[config.mk]
export PLATFORM = sky130hd
export DESIGN_NAME = mux_arbiter
export DESIGN_NICKNAME = d
export VERILOG_FILES = /design/src/rtl/mux_arbiter.sv
export SDC_FILE = /design/constraint.sdc
export NUM_CORES = 1
export LEC_CHECK = 0
export ABC_AREA = 1
export ABC_CLOCK_PERIOD_IN_PS = 2600
export BUFFER_PORTS_ARGS = -buffer_cell sky130_fd_sc_hd__buf_2
export CAP_MARGIN = 20
export CORE_AREA = 5 5 42 44
export CTS_BUF_LIST = sky130_fd_sc_hd__clkbuf_4 sky130_fd_sc_hd__clkbuf_8
export CTS_CLUSTER_SIZE = 16
export DETAILED_ROUTE_END_ITERATION = 16
export DIE_AREA = 0 0 47 49
export GPL_TIMING_DRIVEN = 0
export PLACE_DENSITY = 0.68
export SYNTH_ARGS = -nofsm -noshare
export SYNTH_HDL_FRONTEND = slang
export SYNTH_SLANG_ARGS = --single-unit
[constraint.sdc]
create_clock -name clk -period 2.6 [get_ports clk]
set_input_delay 0.52 -clock clk [delete_from_list [all_inputs] [get_ports clk]]
set_output_delay 0.52 -clock clk [all_outputs]
set_load 0.05 [all_outputs]
[src/rtl/mux_arbiter.sv]
// Two-channel output arbiter. Channels A and B compete for ownership of a
// shared mux output. Both requesting from IDLE grants the channel that was
// not served last. An owner keeps the grant for up to BURST transfers. On
// release, ownership goes straight to a waiting channel with no IDLE cycle.
module mux_arbiter #(
  parameter int unsigned BURST = 4
) (
  input  logic       clk,
  input  logic       rst,
  input  logic       req_a,
  input  logic       req_b,
  input  logic       ack,
  output logic       s,
  output logic       gnt_a,
  output logic       gnt_b,
  output logic [3:0] xfer_cnt
);

  typedef enum logic [1:0] {
    IDLE  = 2'd0,
    OWN_A = 2'd1,
    OWN_B = 2'd2
  } state_t;

  // The counter is widened by one bit so that comparing it against a BURST
  // of 15 cannot wrap.
  localparam logic [4:0] BURST_W = 5'(BURST);

  state_t     state;
  state_t     state_nxt;
  logic       last_a;
  logic       last_a_nxt;
  logic       s_nxt;
  logic [3:0] cnt_nxt;
  logic       own_req;
  logic       oth_req;
  logic       xfer;
  logic [4:0] cnt_inc;
  logic       burst_done;

  // State, grants, select and counter are all flops, so every output is
  // registered. The last-served flag resets to B so that the first contested
  // grant goes to A.
  always_ff @(posedge clk) begin
    if (rst) begin
      state    <= IDLE;
      gnt_a    <= 1'b0;
      gnt_b    <= 1'b0;
      s        <= 1'b0;
      xfer_cnt <= 4'd0;
      last_a   <= 1'b0;
    end else begin
      state    <= state_nxt;
      gnt_a    <= (state_nxt == OWN_A);
      gnt_b    <= (state_nxt == OWN_B);
      s        <= s_nxt;
      xfer_cnt <= cnt_nxt;
      last_a   <= last_a_nxt;
    end
  end

  // Next-state logic. A transfer counts only when the owner is still
  // requesting and ack is high. The owner is released when it drops its
  // request or when it completes its last allowed transfer.
  always_comb begin
    state_nxt  = state;
    cnt_nxt    = xfer_cnt;
    last_a_nxt = last_a;
    s_nxt      = s;
    own_req    = (state == OWN_A) ? req_a : req_b;
    oth_req    = (state == OWN_A) ? req_b : req_a;
    xfer       = own_req && ack;
    cnt_inc    = {1'b0, xfer_cnt} + 5'd1;
    burst_done = xfer && (cnt_inc == BURST_W);

    case (state)
      IDLE: begin
        cnt_nxt = 4'd0;
        if (req_a && req_b) begin
          state_nxt = last_a ? OWN_B : OWN_A;
        end else if (req_a) begin
          state_nxt = OWN_A;
        end else if (req_b) begin
          state_nxt = OWN_B;
        end
      end
      OWN_A, OWN_B: begin
        if (!own_req || burst_done) begin
          cnt_nxt = 4'd0;
          if (oth_req) begin
            state_nxt = (state == OWN_A) ? OWN_B : OWN_A;
          end else if (own_req) begin
            state_nxt = state;
          end else begin
            state_nxt = IDLE;
          end
        end else if (xfer) begin
          cnt_nxt = cnt_inc[3:0];
        end
      end
      default: begin
        state_nxt = IDLE;
        cnt_nxt   = 4'd0;
      end
    endcase

    if (state_nxt == OWN_A) begin
      last_a_nxt = 1'b1;
      s_nxt      = 1'b1;
    end else if (state_nxt == OWN_B) begin
      last_a_nxt = 1'b0;
      s_nxt      = 1'b0;
    end
  end

endmodule

## After elaboration in Yosys (flattened, before gate mapping)

Cells that the tools add are included.

- $add $sub $neg: 1
- Equal/unequal tests: 5
- Mux-type cells: 13
- Bitwise logic cells: 1
- Reduce and logical (&&, ||, !) cells: 9

Operator list:

| cell | count |
|---|---|
| two-way mux 2 bit | 8 |
| adder 4 x 1 -> 5 bit, second input constant | 1 |
| == test 5 x 3 -> 1 bit, second input constant | 1 |
| == test 2 x 1 -> 1 bit, second input constant | 2 |
| == test 2 bit, second input constant | 2 |
| two-way mux 1 bit | 4 |
| case mux 2 bit (2 select lines) | 1 |
| logical AND 1 bit | 3 |
| OR reduction 3 bit | 1 |
| zero test 2 bit | 1 |
| nonzero test 2 bit | 1 |
| OR reduction 2 bit | 1 |
| zero test 1 bit | 1 |
| logical OR 1 bit | 1 |
| inverter 1 bit | 1 |

- Register bits: 9
- Input port bits: 5
- Output and inout bits: 7
- Logic and storage cells: 34

## Depth between registers and ports, before layout

- Word-level depth: 10
- Gate-level depth with buffers: 18
- Depth with buffers taken out: 18

## Worst setup path before layout

Ideal clock, no wire load.

- Kind: register to register
- Start point: reg xfer_cnt[0]
- End point: reg last_a
- Setup time: 114 ps
- Arrival time: 2,067 ps
- Data required time: 2,486 ps
- Path slack: 420 ps
- Stages on the path, launching flop included: 15
- Path buffers: 0
- Clock period less this slack: 2,180 ps
- Path through: dfxtp_1 ha_1 xnor2_1 nor2_4 nand3_2 nand2_1 nand2_1 nand3_1 nand2_1 nand2_2 inv_1 ha_1 nor2_1 a21oi_1 nor2_1

- Cells in the longest elaborated chain, start to end: 8
- Elaborated cells between the ends (all ways): 10
- Those cells by class: add/sub: 1; eq/ne: 3; mux: 3; reduce/logical: 3

RTL lines:

| item | line | source |
|---|---|---|
| start: declaration | 16 | `output logic [3:0] xfer_cnt` |
| start signal: assignment | 57 | `xfer_cnt <= cnt_nxt;` |
| adder 4 x 1 -> 5 bit * | 73 | `cnt_inc = {1'b0, xfer_cnt} + 5'd1;` |
| == test 5 x 3 -> 1 bit * | 74 | `burst_done = xfer && (cnt_inc == BURST_W);` |
| logical AND 1 bit * | 74 |  |
| logical OR 1 bit * | 88 | `if (!own_req \|\| burst_done) begin` |
| two-way mux 2 bit * | 88 |  |
| case mux 2 bit (2 select lines) * | 76 | `case (state)` |
| net state_nxt[1] | 30 | `state_t state_nxt;` |
| == test 2 x 1 -> 1 bit or == test 2 bit (tied branches) | 107, 110 |  |
| two-way mux 1 bit or nonzero test 2 bit (tied branches) | - |  |
| end signal: assignment | 58 | `last_a <= last_a_nxt;` |
| end: declaration | 31 | `logic last_a;` |

The timed path passes the listed nets; every way through them passes the cells marked *.
A chain may end at the register's enable or synchronous reset.

## Worst setup path after layout

- Start point: reg state[1]
- End point: reg last_a

- Cells in the longest elaborated chain, start to end: 9
- Elaborated cells between the ends (all ways): 22
- Those cells by class: eq/ne: 4; mux: 11; reduce/logical: 7

RTL lines:

| item | line | source |
|---|---|---|
| start: declaration | 29 | `state_t state;` |
| start signal: assignment | 53 | `state <= state_nxt;` |
| == test 2 x 1 -> 1 bit | - |  |
| two-way mux 1 bit | 70 | `own_req = (state == OWN_A) ? req_a : req_b;` |
| logical AND 1 bit | 72 | `xfer = own_req && ack;` |
| logical AND 1 bit | 74 |  |
| logical OR 1 bit | 88 |  |
| two-way mux 2 bit | 88 |  |
| case mux 2 bit (2 select lines) * | 76 |  |
| net state_nxt[1] | 30 |  |
| == test 2 x 1 -> 1 bit or == test 2 bit (tied branches) | 107, 110 |  |
| two-way mux 1 bit or nonzero test 2 bit (tied branches) | - |  |

Marked as above.

==> summary.md <==
| Metric | Value |
|---|---|
| Outcome | `finished clean` |
| Reg-to-Reg Start | `state[1]` |
| Sw Ratio | `46.67%` |
| CP dominant cell by count | `nand2_1` |
| Final count of pins violating max slew | `0` |
| Worst Path Required | `2.75 ns` |
| CP startpoint kind | `flop` |
| Die height | `about 49 um` |
| Critical path class | `reg -> reg` |
| P_sw | `approximately 0.00030 W` |
| Crit path from | `state[1]` |
| Via-to-Cell Ratio | `about 4.8` |
| Final setup fails | `0` |
| Syn. warnings | `0` |
| Hold buffers post-CTS | `0` |
| Slowest Stage Delay on Critical Path | `0.36 ns` |
| Skew final | `between 0.0002 and 0.0003 ns` |
| Crit end category | `flop` |
| Crit-path cells | `inv_1 > ha_1 > nand2_1 > nand3_4 > nor2_4 > nand3_2 > nand2_1 > nand2_1 > nand3_1 > nand2_1 > nand2_2 > inv_1 > ha_1 > nor2_1 > a21oi_1 > nor2_1` |
| Worst-margin pin slew | `0.2519 ns` |
| Synth top area share | `around 30%` |
| ANT cells | `0` |
| Worst slew margin | `a little over 80%` |
| Post-Syn Nets | `94` |
| Layout fillers | `between 100 and 150` |
| CTS tree | `done` |
| Initial core utilization | `a little over two fifths` |
| Final wirelength | `around 1100 um` |
| Die Wd | `approximately 47 um` |
| CTS root buf | `clkbuf_4` |
| P_leak | `approximately 0.35 nW` |
| Ports | `12` |
| Synthesized area per cell | `approximately 7.2 sq um` |
| Crit path arrival time | `2.34 ns` |
| Num CTS Buffers | `3` |
| Worst min path class | `in -> reg` |
| Core Util, Final | `between 40% and 50%` |
| DIE AREA | `~0.0023 sq mm` |
| Layout cells sized above 1 | `a little under a quarter` |
| Crit share post-route | `84.46%` |
| Reg2reg setup slack | `about 0.40 ns` |
| Wire per inst | `around 9.7 um` |
| Clock power frac | `17.8%` |
| Fin crit period | `around 2.2 ns` |
| Final #Nets | `110` |
| I/O Buffers | `11` |
| Synth Cell Area | `between 500 and 600 sq um` |
| Initial antenna violation count | `0` |
| Post_cts resized | `0` |
| Critical Path End | `last_a` |
| Logic pwr share | `between 50% and 60%` |
| Routability cong. | `a little under 0.8` |
| Sequential fraction of the synthesis area | `30.51%` |
| Worst skew pair latency | `0.25 ns` |
| R2R cell count | `16` |
| Area grow syn2layout | `17.80%` |
| DRC violations left | `0` |
| Pwr/cell area | `around 930 mW/mm^2` |
| Vias | `about 550` |
| Ranking of synthesized cells by area | `dfxtp_1 (31%), ha_1 (15%), inv_1 (8.3%), nand2_1 (8.3%), nor2_1 (7.0%)` |
| Row Count | `14` |
| CP Max Fanout | `6` |
| FF+latch count, synth | `9` |
| P_int | `between 0.0003 and 0.0004 W` |
| Syn Inst Count | `82` |
| Largest net degree at the start of global routing | `7` |
| Reg-to-reg endpoint | `last_a` |
| Number of detailed-route iterations in the first pass | `4` |
| First-pass GRT wire length | `about 1900 um` |
| 1st-iter DRT viols | `9` |
| Critical path's slowest cell | `dfxtp_1` |
| Vias in the first global route | `approximately 470` |
| Sequential power share | `between 20 and 30%` |
| GRT Overall Usage | `10.80%` |
| TritonCTS sink count | `9` |
| Peak supply drop | `between 0.4 and 0.5 mV` |
| Area leader, netlist | `dfxtp_1` |
| Final hold vios | `0` |
| Final setup TNS | `0 ns` |
| H-tree Lvls | `1` |
| Clock-pin slew on the worst setup and hold paths | `about 0.060 ns` |
| GRT Residual Overflow | `0` |
| Max Root-Sink Buffers | `2` |
| RSZ-0062 raised after global routing | `no` |
| Core Area | `around 0.0014 sq mm` |
| Fmax achieved | `about 0.46 GHz` |
| HPWL Detailed | `868.8 um` |
| MaxCap Viol Count | `0` |
| Setup Fix Bufs, Post-CTS | `0` |
| Synth cell types | `17` |
| Routed Antenna Nets | `0` |
## worst max-delay path, delay by kind of cell (launching register included)
| family | cells | cell delay [ns] |
|---|---|---|
| AND/OR/NAND/NOR | 11 | 0.93 |
| adder cells (fa/ha/maj) | 2 | 0.52 |
| flip-flops | 1 | 0.36 |
| buffers and inverters | 2 | 0.14 |
| AO/OA/AOI/OAI | 1 | 0.12 |
## registers in the layout, indices dropped and copies added (netlist names)
| name | flops |
|---|---|
| last_a | 1 |
| state | 2 |
| gnt_b | 1 |
| xfer_cnt | 4 |
| gnt_a | 1 |
## worst min-delay path by stage
stage,start,to,cells after the start
floorplan,rst,gnt_b,1
global placement,xfer_cnt[1],xfer_cnt[1],2
detailed placement,xfer_cnt[2],xfer_cnt[2],2
CTS,rst,state[1],2
global route,rst,state[0],2
finish,rst,gnt_b,2
## through the flow
step	hold WS, ns	power [W]	instance area [sq um]	instances	worst slack (ns)
final	0.5015	0.0006455	695.7	113	0.4040
after global routing	0.5058	0.0007055	695.7	113	0.1965
after CTS	0.4869	0.0006531	695.7	113	0.3932
after detailed placement	0.5262	0.0005335	665.6	109	0.4069
after global placement	0.5239	0.0005264	665.6	109	0.4518
after floorplan	0.5913	0.0004642	590.6	82	0.4198
## cells in the mapped netlist (all sizes together)
master	instances
nor2	12
nand3	10
o211ai	1
xnor2	1
nand4	2
a21oi	5
dfxtp	9
ha	7
nand2	16
xor2	1
o21ai	4
inv	14
## logic make-up (layout without fill, tap and decap cells)
| logic type | Yosys count | after routing | synth area share (%) |
|---|---|---|---|
| simple gates | 40 | 40 | 33.90 |
| buf+inv | 14 | 29 | 8.898 |
| compound gates | 10 | 10 | 8.898 |
| flops | 9 | 9 | 30.51 |
| fa+ha+maj | 7 | 7 | 14.83 |
| xor+xnor | 2 | 2 | 2.967 |
## power groups by stage
| stage | Clock, W | Combinational [W] | Sequential [W] |
|---|---|---|---|
| floorplan | 0 | 0.000209 | 0.000255 |
| global placement | 0 | 0.000335 | 0.000191 |
| detailed placement | 0 | 0.000341 | 0.000192 |
| CTS | 0.000120 | 0.000343 | 0.000189 |
| finish | 0.000115 | 0.000340 | 0.000191 |
| global route | 0.000126 | 0.000387 | 0.000192 |
## final cells by class
cell class                      instances  area, sq um  share of cell area, %
Multi-Input combinational cell         59        357.8                  51.44
Sequential cell                         9        180.2                  25.90
Timing Repair Buffer                   11        55.05                  7.914
Inverter                               14        52.55                  7.554
Clock buffer                            4        30.03                  4.317
Tap cell                               16        20.02                  2.878
## per-layer routing
layer | wire, um | vias up | part of all wire, % | track usage [%]
met5 | 0 | - | 0 | 0
met4 | 13 | 0 | 1.2 | 5.530
met3 | 53 | 2 | 4.9 | 4.059
met2 | 523 | 9 | 48 | 17.19
met1 | 502 | 243 | 46 | 11.95
li1 | - | 293 | - | -
## cell usage in the layout, fill, tap and decap left out, drive strengths merged
cell,count
xnor2,1
nand3,10
nand4,2
xor2,1
clkbuf,4
a21oi,5
ha,7
buf,11
dfxtp,9
inv,14
nor2,12
o211ai,1
nand2,16
o21ai,4
Power figures use the tool's default switching activity.
